[config.mk]
export PLATFORM = sky130hd
export DESIGN_NAME = frame_timing_gen
export DESIGN_NICKNAME = d
export VERILOG_FILES = /design/src/rtl/frame_gen_pkg.sv /design/src/rtl/frame_pattern_gen.sv /design/src/rtl/frame_timing_gen.sv
export SDC_FILE = /design/constraint.sdc
export NUM_CORES = 1
export LEC_CHECK = 0
export CAP_MARGIN = 0
export CORE_MARGIN = 3
export CORE_UTILIZATION = 50
export DETAILED_ROUTE_END_ITERATION = 8
export PLACE_DENSITY = 0.78
export SYNTH_ARGS = -nofsm -noshare
export SYNTH_HDL_FRONTEND = slang
export SYNTH_SLANG_ARGS = --single-unit
[constraint.sdc]
create_clock -name iCLK -period 4.4 [get_ports iCLK]
set_input_delay 0.66 -clock iCLK [delete_from_list [all_inputs] [get_ports iCLK]]
set_output_delay 0.66 -clock iCLK [all_outputs]
set_load 0.05 [all_outputs]
[src/rtl/frame_gen_pkg.sv]
// Shared types for the frame timing generator: sequencer states and test-pattern selectors.
package frame_gen_pkg;

  typedef enum logic [2:0] {
    ST_IDLE,
    ST_VFRONT,
    ST_LINE,
    ST_HBLANK,
    ST_VBLANK
  } state_e;

  localparam logic [1:0] PAT_XRAMP = 2'd0;
  localparam logic [1:0] PAT_YRAMP = 2'd1;
  localparam logic [1:0] PAT_CHECK = 2'd2;
  localparam logic [1:0] PAT_FRAME = 2'd3;

endpackage

[src/rtl/frame_pattern_gen.sv]
// Combinational test-pattern mapper: (x, y, frame count, pattern select) -> pixel value.
module frame_pattern_gen
  import frame_gen_pkg::*;
#(
  parameter int unsigned DATA_W = 12
) (
  input  logic [15:0]       x,
  input  logic [15:0]       y,
  input  logic [7:0]        frame,
  input  logic [1:0]        pattern,
  output logic [DATA_W-1:0] pixel
);

  // Ramps truncate to DATA_W, so upper coordinate bits may go unused.
  logic unused_coord;
  assign unused_coord = ^{x, y};

  always_comb begin
    pixel = '0;
    case (pattern)
      PAT_XRAMP: pixel = x[DATA_W-1:0];
      PAT_YRAMP: pixel = y[DATA_W-1:0];
      PAT_CHECK: pixel = (x[4] ^ y[4]) ? '1 : '0;
      PAT_FRAME: pixel = DATA_W'(frame);
      default:   pixel = '0;
    endcase
  end

endmodule

[src/rtl/frame_timing_gen.sv]
// Sensor timing emulator producing FVAL/LVAL/pixel frames.
// Define FRAMEGEN_PATTERN_EN to compile in the test-pattern generator; otherwise oDATA is held at 0.
module frame_timing_gen
  import frame_gen_pkg::*;
#(
  parameter int unsigned H_ACTIVE = 640,
  parameter int unsigned H_BLANK  = 160,
  parameter int unsigned V_ACTIVE = 480,
  parameter int unsigned V_FRONT  = 16,
  parameter int unsigned V_BLANK  = 1000,
  parameter int unsigned DATA_W   = 12
) (
  input  logic              iCLK,
  input  logic              iRST,
  input  logic              iEN,
  input  logic [1:0]        iPattern,
  output logic              oFVAL,
  output logic              oLVAL,
  output logic [DATA_W-1:0] oDATA,
  output logic              oFrame_Start,
  output logic [7:0]        oFrame_Cnt
);

  localparam logic [15:0] HA_LAST = 16'(H_ACTIVE - 1);
  localparam logic [15:0] HB_LAST = 16'(H_BLANK - 1);
  localparam logic [15:0] VA_LAST = 16'(V_ACTIVE - 1);
  localparam logic [15:0] VF_LAST = 16'(V_FRONT - 1);
  localparam logic [15:0] VB_LAST = 16'(V_BLANK - 1);

  state_e      state, state_nxt;
  logic [15:0] cnt, cnt_nxt;
  logic [15:0] y, y_nxt;
  logic [7:0]  fcnt_nxt;
  logic        start_nxt;
  logic        fval_nxt;
  logic        lval_nxt;

  // cnt counts up from 0 in every state, so during LINE it is the x coordinate.
  always_comb begin
    state_nxt = state;
    cnt_nxt   = cnt + 16'd1;
    y_nxt     = y;
    fcnt_nxt  = oFrame_Cnt;
    start_nxt = 1'b0;
    case (state)
      ST_IDLE: begin
        cnt_nxt = '0;
        if (iEN) begin
          state_nxt = ST_VFRONT;
          start_nxt = 1'b1;
        end
      end
      ST_VFRONT: begin
        if (cnt == VF_LAST) begin
          state_nxt = ST_LINE;
          cnt_nxt   = '0;
          y_nxt     = '0;
        end
      end
      ST_LINE: begin
        if (cnt == HA_LAST) begin
          state_nxt = ST_HBLANK;
          cnt_nxt   = '0;
        end
      end
      ST_HBLANK: begin
        if (cnt == HB_LAST) begin
          cnt_nxt = '0;
          if (y == VA_LAST) begin
            state_nxt = ST_VBLANK;
            fcnt_nxt  = oFrame_Cnt + 8'd1;
          end else begin
            state_nxt = ST_LINE;
            y_nxt     = y + 16'd1;
          end
        end
      end
      ST_VBLANK: begin
        if (cnt == VB_LAST) begin
          cnt_nxt = '0;
          if (iEN) begin
            state_nxt = ST_VFRONT;
            start_nxt = 1'b1;
          end else begin
            state_nxt = ST_IDLE;
          end
        end
      end
      default: begin
        state_nxt = ST_IDLE;
        cnt_nxt   = '0;
      end
    endcase
    fval_nxt = (state_nxt == ST_VFRONT) || (state_nxt == ST_LINE) || (state_nxt == ST_HBLANK);
    lval_nxt = (state_nxt == ST_LINE);
  end

`ifdef FRAMEGEN_PATTERN_EN
  logic [1:0]        pat;
  logic [DATA_W-1:0] pixel;

  frame_pattern_gen #(.DATA_W(DATA_W)) u_pattern (
    .x       (cnt_nxt),
    .y       (y_nxt),
    .frame   (fcnt_nxt),
    .pattern (pat),
    .pixel   (pixel)
  );

  always_ff @(posedge iCLK) begin
    if (iRST) begin
      pat <= '0;
    end else if (start_nxt) begin
      pat <= iPattern;
    end
  end
`else
  logic unused_pattern;
  assign unused_pattern = ^iPattern;
`endif

  always_ff @(posedge iCLK) begin
    if (iRST) begin
      state        <= ST_IDLE;
      cnt          <= '0;
      y            <= '0;
      oFrame_Cnt   <= '0;
      oFVAL        <= 1'b0;
      oLVAL        <= 1'b0;
      oDATA        <= '0;
      oFrame_Start <= 1'b0;
    end else begin
      state        <= state_nxt;
      cnt          <= cnt_nxt;
      y            <= y_nxt;
      oFrame_Cnt   <= fcnt_nxt;
      oFVAL        <= fval_nxt;
      oLVAL        <= lval_nxt;
      oFrame_Start <= start_nxt;
`ifdef FRAMEGEN_PATTERN_EN
      oDATA        <= lval_nxt ? pixel : '0;
`else
      oDATA        <= '0;
`endif
    end
  end

endmodule

==> flow_summary.json, run 1 <==
{
  "status": "complete, no violations",
  "synth_top_area_cell": "dfxtp_1",
  "layout-drive-gt1-share": 0.0521,
  "grt_pass1_wl_microns": 8020,
  "final_max_slew_viol_count": 0,
  "synth.distinct_cells": 46,
  "power_frac_seq": 0.491,
  "leakagePower_nw": 0.895,
  "ios": 28,
  "seq_area_frac_synth": 0.395,
  "crit_required_ns": 4.63,
  "hpwl_microns": 3220,
  "die-area_sq_um": 5520,
  "hold_violations": 0,
  "grt_pass1_vias": 1820,
  "synth_edf_count": 0,
  "ys_seq_elements": 46,
  "fin_util": 0.586,
  "path_max_fanout": 15,
  "path_cells": "or4_4 > nor4_2 > nand4_1 > or4_1 > a21oi_1",
  "grt_max_degree": 18,
  "initial_core_util": 0.528,
  "gp_congestion": 0.834,
  "wl_per_cell_microns": 13.2,
  "max_stage_delay_ns": 0.69,
  "postCtsSetupBuffers": 0,
  "start_kind": "flop",
  "num_antenna_cells": 0,
  "hold_slack_ns": 0.469,
  "rsz0062_at_grt": "no",
  "cts_tree": "built",
  "num_rows": 24,
  "setup_tns_ns": 0,
  "crit_path_end_kind": "flop",
  "cts_hold_buf": 0,
  "clk_latency_ns": 0.30,
  "finalSetupViolations": 0,
  "cp.buffers_inverters": 0,
  "antenna_found_initial": 0,
  "drc": 0,
  "maxSlewHeadroom": 0.320,
  "path_delay_family": "simple AND/OR/NAND/NOR gates",
  "clockBufferDepth": 2,
  "die_w_microns": 74.3,
  "cts_root_buf": "clkbuf_8",
  "dr.pass1.iters": 5,
  "grt-ovfl-total": 0,
  "maxCapViolations": 0,
  "io_buffers": 13,
  "clk_pin_slew_ns": 0.09,
  "tightest_slew_ns": 1.02,
  "ant_nets": 0,
  "async_reset_ff_frac": 0,
  "core_area_sq_um": 4410,
  "finalPower_uw": 856,
  "cp_data_arrival_time_ns": 3.34,
  "fmaxAchievable_mhz": 322,
  "p_sw_uw": 185,
  "syn_to_final_growth_pct": 11.0,
  "synth_ff_type": "dfxtp_1",
  "totalWireLength_microns": 4480,
  "final_nets": 295,
  "p_per_area_nw_per_um2": 331,
  "syn_inst": 276,
  "yosysTopAreaCellShare": 0.395,
  "cts_max_level": 2,
  "hp-class": "reg -> reg",
  "viasPerCell": 5.78,
  "cts-resized-gates": 0,
  "fin_skew_ns": 0.0113,
  "slowest_stage": "or4_1",
  "switching_share": 0.216,
  "peakVddDrop_v": 0.000177,
  "worst-setup-path-type": "reg -> reg",
  "pwr-share-clk": 0.447,
  "num_vias": 1965,
  "track_usage": 0.182,
  "fin_crit_ns": 3.11,
  "cts_made_buffers": 5,
  "drt_iter0_drc": 113,
  "cts_sinks": 46,
  "p_int_uw": 671,
  "die_h_microns": 74.3,
  "fillers": 405,
  "synth_area_leaders": "dfxtp_1 (39%), nor2_1 (4.5%), or4_1 (4.5%)",
  "fin_crit_sh": 0.706,
  "avgSynthCellArea_sq_um": 8.45,
  "ys_warn_count": 0,
  "p_comb_frac": 0.062,
  "syn-cell-area_sq_um": 2330
}
-- placed cells by master, fill, tap and decap left out, types with 4 or more instances in the layout --
cell type,count
o21ai_0,8
inv_1,8
conb_1,12
xnor2_1,6
or4_1,14
a21o_1,4
and3_1,4
and2_1,7
nand3_1,14
nand4_1,7
dfxtp_1,46
nor2_1,28
nand2_1,19
o31ai_1,8
or3_1,10
clkbuf_8,6
xor2_1,11
a21oi_1,19
clkdlybuf4s50_1,13
nor3_1,4
-- cell type report --
cell class / count / area (sq um) / area share
Clock buffer: 6 / 82.6 / 0.0319
Timing Repair Buffer: 13 / 130 / 0.0503
Inverter: 8 / 30.0 / 0.0116
Clock inverter: 2 / 60.1 / 0.0232
Sequential cell: 46 / 921 / 0.356
Multi-Input combinational cell: 213 / 1300 / 0.502
Tap cell: 52 / 65.1 / 0.0251
-- through the flow --
stage	cells	area, sq um	worst slack, ns
after detailed placement	332	2450	1.32
final	340	2590	1.29
after floorplan	287	2370	1.72
after global placement	332	2450	1.36
after CTS	340	2590	1.29
after global routing	340	2590	1.03
-- final timing paths --
kind	from	to	slack [ns]	depth (start not counted)
worst min register to register	cnt[0]$_SDFF_PP0_	cnt[0]$_SDFF_PP0_	0.47	1
worst min-delay path	cnt[0]$_SDFF_PP0_	cnt[0]$_SDFF_PP0_	0.47	1
worst max-delay path	cnt[13]$_SDFF_PP0_	oFrame_Cnt[5]$_SDFFE_PP0P_	1.29	5
worst max register to register	cnt[13]$_SDFF_PP0_	oFrame_Cnt[5]$_SDFFE_PP0P_	1.29	5
-- worst register-to-register path: cells and delay by family (launching register included) --
| family | cells | cell delay, ns |
|---|---|---|
| compound gates | 1 | 0.14 |
| flops | 1 | 0.35 |
| simple gates | 4 | 2.56 |
-- logic make-up after synthesis --
kind of cell             count (synthesis)  synth area share
buffers and inverters                   28            0.0655
flip-flops                              46             0.395
XOR/XNOR                                17            0.0638
AND/OR/NAND/NOR                        126             0.304
other                                    1           0.00161
multiplexers                             2           0.00858
adder cells (fa/ha/maj)                  3            0.0161
AO/OA/AOI/OAI                           53             0.145
-- synthesized netlist by cell type, types with 8 or more instances --
| cell type | instances |
|---|---|
| inv_1 | 8 |
| or4_1 | 14 |
| a21oi_1 | 19 |
| o21ai_0 | 8 |
| nand2_1 | 19 |
| nand3_1 | 14 |
| buf_4 | 12 |
| or3_1 | 10 |
| o31ai_1 | 8 |
| nor2_1 | 28 |
| dfxtp_1 | 46 |
| xor2_1 | 11 |
-- sequential cells by signal, indices dropped and copies added (netlist names) --
register / flops
oFrame_Cnt: 8
oFrame_Start: 1
state: 3
y: 16
oLVAL: 1
oFVAL: 1
cnt: 16
-- power by group through the flow --
stage	Sequential (mW)	Combinational [mW]	Clock [mW]
6_report	0.421	0.0528	0.382
5_1_grt	0.421	0.0575	0.405
4_1_cts	0.421	0.0527	0.392
3_5_place_dp	0.430	0.0527	0
3_3_place_gp	0.430	0.0524	0
2_1_floorplan	0.435	0.0477	0
-- per-layer routing --
metal  GRT usage  share of wire  vias to the layer above
met2       0.295           0.46                       41
met4      0.0613          0.016                        0
met3      0.0419          0.044                        8
li1            -              -                     1008
met1       0.240           0.48                      908
met5           0              0                        -
Power figures use the tool's default switching activity.
==> run 2, diff against run 1 <==
PLACE_DENSITY = 0.81   (was 0.78)
clock period = 2.6 ns   (was 4.4 ns; I/O delays follow)
==> run 2 against run 1 <==
Compared with the run above: count of clock-buffer cells in the layout unchanged; wire length increased by 8.7%; maximum frequency grew 23%; highest routed layer unchanged; sequential cell count stayed put; sequential power rose by 69%; global-route usage increased by 1.5 points; critical path depth unchanged; worst setup slack worse by 1.2 ns.
==> flow_summary.json, run 2 (same netlist as run 1, synthesis figures left out) <==
{
  "status": "complete, no violations",
  "ant_nets": 0,
  "reg2reg_from": "cnt[13]$_SDFF_PP0_",
  "biggestRegsByFlops": "cnt: 16 flops, y: 16 flops, oFrame_Cnt: 8 flops",
  "fmaxAchievable_mhz": 397,
  "core_area_sq_um": 4410,
  "cts_made_buffers": 5,
  "clockBufferDepth": 2,
  "r2r_slack_ns": 0.08,
  "fin_skew_ns": 0.00630,
  "num_antenna_cells": 0,
  "cts_max_level": 2,
  "p_int_mw": 1.04,
  "crit_cells": 5,
  "fin_crit_sh": 0.968,
  "crit_end": "y[10]$_SDFFE_PP0P_",
  "grt_pass1_wl_microns": 8560,
  "dr.pass1.iters": 4,
  "ios": 28,
  "max_stage_delay_ns": 0.59,
  "viasPerCell": 5.64,
  "io_buffers": 13,
  "leakagePower_nw": 1.00,
  "cp.buffers_inverters": 0,
  "grt_pass1_vias": 1932,
  "initial_core_util": 0.528,
  "final_cell_mix": "dfxtp_1 (46), nor2_1 (28), buf_4 (23), nand2_1 (19), a21oi_1 (19)",
  "finalPower_mw": 1.34,
  "reg2reg_depth": 5,
  "crit_path_end_kind": "flop",
  "num_rows": 24,
  "finalSetupViolations": 0,
  "grt_max_degree": 17,
  "cts_tree": "built",
  "crit_top_cell": "or4_4",
  "rsz0062_at_grt": "no",
  "wl_per_cell_microns": 13.4,
  "final_nets": 318,
  "maxSlewHeadroom": 0.609,
  "cp_data_arrival_time_ns": 2.74,
  "path_delay_family": "simple AND/OR/NAND/NOR gates",
  "fin_crit_ns": 2.52,
  "power_frac_seq": 0.530,
  "num_vias": 2040,
  "path_max_fanout": 9,
  "drc": 0,
  "slowest_stage": "or4_4",
  "setup_tns_ns": 0,
  "path_cells": "or4_4 > or4_4 > or4_4 > or4_1 > a21oi_1",
  "hp-class": "reg -> reg",
  "cts_sinks": 46,
  "crit_required_ns": 2.83,
  "tightest_slew_ns": 0.581,
  "track_usage": 0.197,
  "die-area_sq_um": 5520,
  "fillers": 367,
  "start_kind": "flop",
  "final_max_slew_viol_count": 0,
  "syn_to_final_growth_pct": 17.3,
  "layout-drive-gt1-share": 0.123,
  "final_common_cell": "dfxtp_1",
  "maxCapViolations": 0,
  "worstReg2RegEnd": "y[10]$_SDFFE_PP0P_",
  "p_comb_frac": 0.073,
  "totalWireLength_microns": 4870,
  "hold_slack_ns": 0.490,
  "hpwl_microns": 3630,
  "worst-setup-path-type": "reg -> reg",
  "clk_pin_slew_ns": 0.08,
  "antenna_found_initial": 0,
  "p_per_area_nw_per_um2": 491,
  "grt-ovfl-total": 0,
  "die_h_microns": 74.3,
  "gp_congestion": 0.793,
  "drt_iter0_drc": 110,
  "p_sw_uw": 303,
  "hold_violations": 0,
  "die_w_microns": 74.3,
  "cts_root_buf": "clkbuf_8",
  "startpoint": "cnt[13]$_SDFF_PP0_",
  "peakVddDrop_v": 0.000283,
  "clk_latency_ns": 0.29,
  "pwr-share-clk": 0.397,
  "switching_share": 0.225
}
## run 2: cell types whose count changed in the layout (fill, tap and decap cells not counted), sizes merged
cell	change
buf	+23
bufinv	-1
## run 2: worst min path at each step
| stage | from | endpoint | slack, ns | cells past startpoint |
|---|---|---|---|---|
| 2_1_floorplan | cnt[0]$_SDFF_PP0_ | cnt[0]$_SDFF_PP0_ | 0.43 | 1 |
| 3_5_place_dp | y[15]$_SDFFE_PP0P_ | y[15]$_SDFFE_PP0P_ | 0.48 | 2 |
| 4_1_cts | y[15]$_SDFFE_PP0P_ | y[15]$_SDFFE_PP0P_ | 0.49 | 2 |
| 3_3_place_gp | y[15]$_SDFFE_PP0P_ | y[15]$_SDFFE_PP0P_ | 0.46 | 2 |
| 5_1_grt | y[12]$_SDFFE_PP0P_ | y[12]$_SDFFE_PP0P_ | 0.52 | 2 |
| 6_report | y[15]$_SDFFE_PP0P_ | y[15]$_SDFFE_PP0P_ | 0.49 | 2 |
## run 2: what timing repair did
item | in CTS | in global routing
gates resized for setup | 1 | 0
setup endpoints to repair | 6 | 1
pin swaps | 1 | 1
endpoints found under the hold margin | 0 | 0
hold buffers | 0 | 0
buffers inserted | 0 | 0
## run 2: power groups by stage
| stage | Sequential, mW | Combinational, mW | Clock [mW] |
|---|---|---|---|
| after floorplan | 0.736 | 0.0808 | 0 |
| after global placement | 0.728 | 0.0953 | 0 |
| after detailed placement | 0.728 | 0.0966 | 0 |
| after CTS | 0.712 | 0.0971 | 0.545 |
| after global routing | 0.713 | 0.104 | 0.576 |
| final | 0.712 | 0.0974 | 0.533 |
## run 2: area by class of cell
type | count | area, sq um | area share
clock buffer | 6 | 82.6 | 0.0302
clock inverter | 1 | 30.0 | 0.0110
inverter | 8 | 30.0 | 0.0110
multi-input combinational | 213 | 1300 | 0.477
sequential | 46 | 921 | 0.337
tap | 52 | 65.1 | 0.0238
timing repair buffer | 36 | 303 | 0.111
## run 2: stage by stage
| step | utilization | setup slack (ns) | instance area, sq um | instances |
|---|---|---|---|---|
| after CTS | 0.620 | 0.0622 | 2740 | 362 |
| after global placement | 0.593 | -0.00435 | 2620 | 355 |
| after floorplan | - | 0.0318 | 2380 | 287 |
| final | 0.620 | 0.0827 | 2740 | 362 |
| after detailed placement | 0.593 | -0.0270 | 2620 | 355 |
| after global routing | 0.620 | 0.00769 | 2740 | 362 |
## run 2: worst register-to-register path: cells and delay by family, from the launching register on
| family | cells | cell delay [ns] |
|---|---|---|
| AND/OR/NAND/NOR | 4 | 2.00 |
| flip-flops | 1 | 0.32 |
| AO/OA/AOI/OAI | 1 | 0.14 |
## run 2: routing by layer
metal	part of all wire	track usage
met4	0.013	0.0692
met2	0.50	0.330
met3	0.036	0.0459
met5	0	0
met1	0.45	0.249
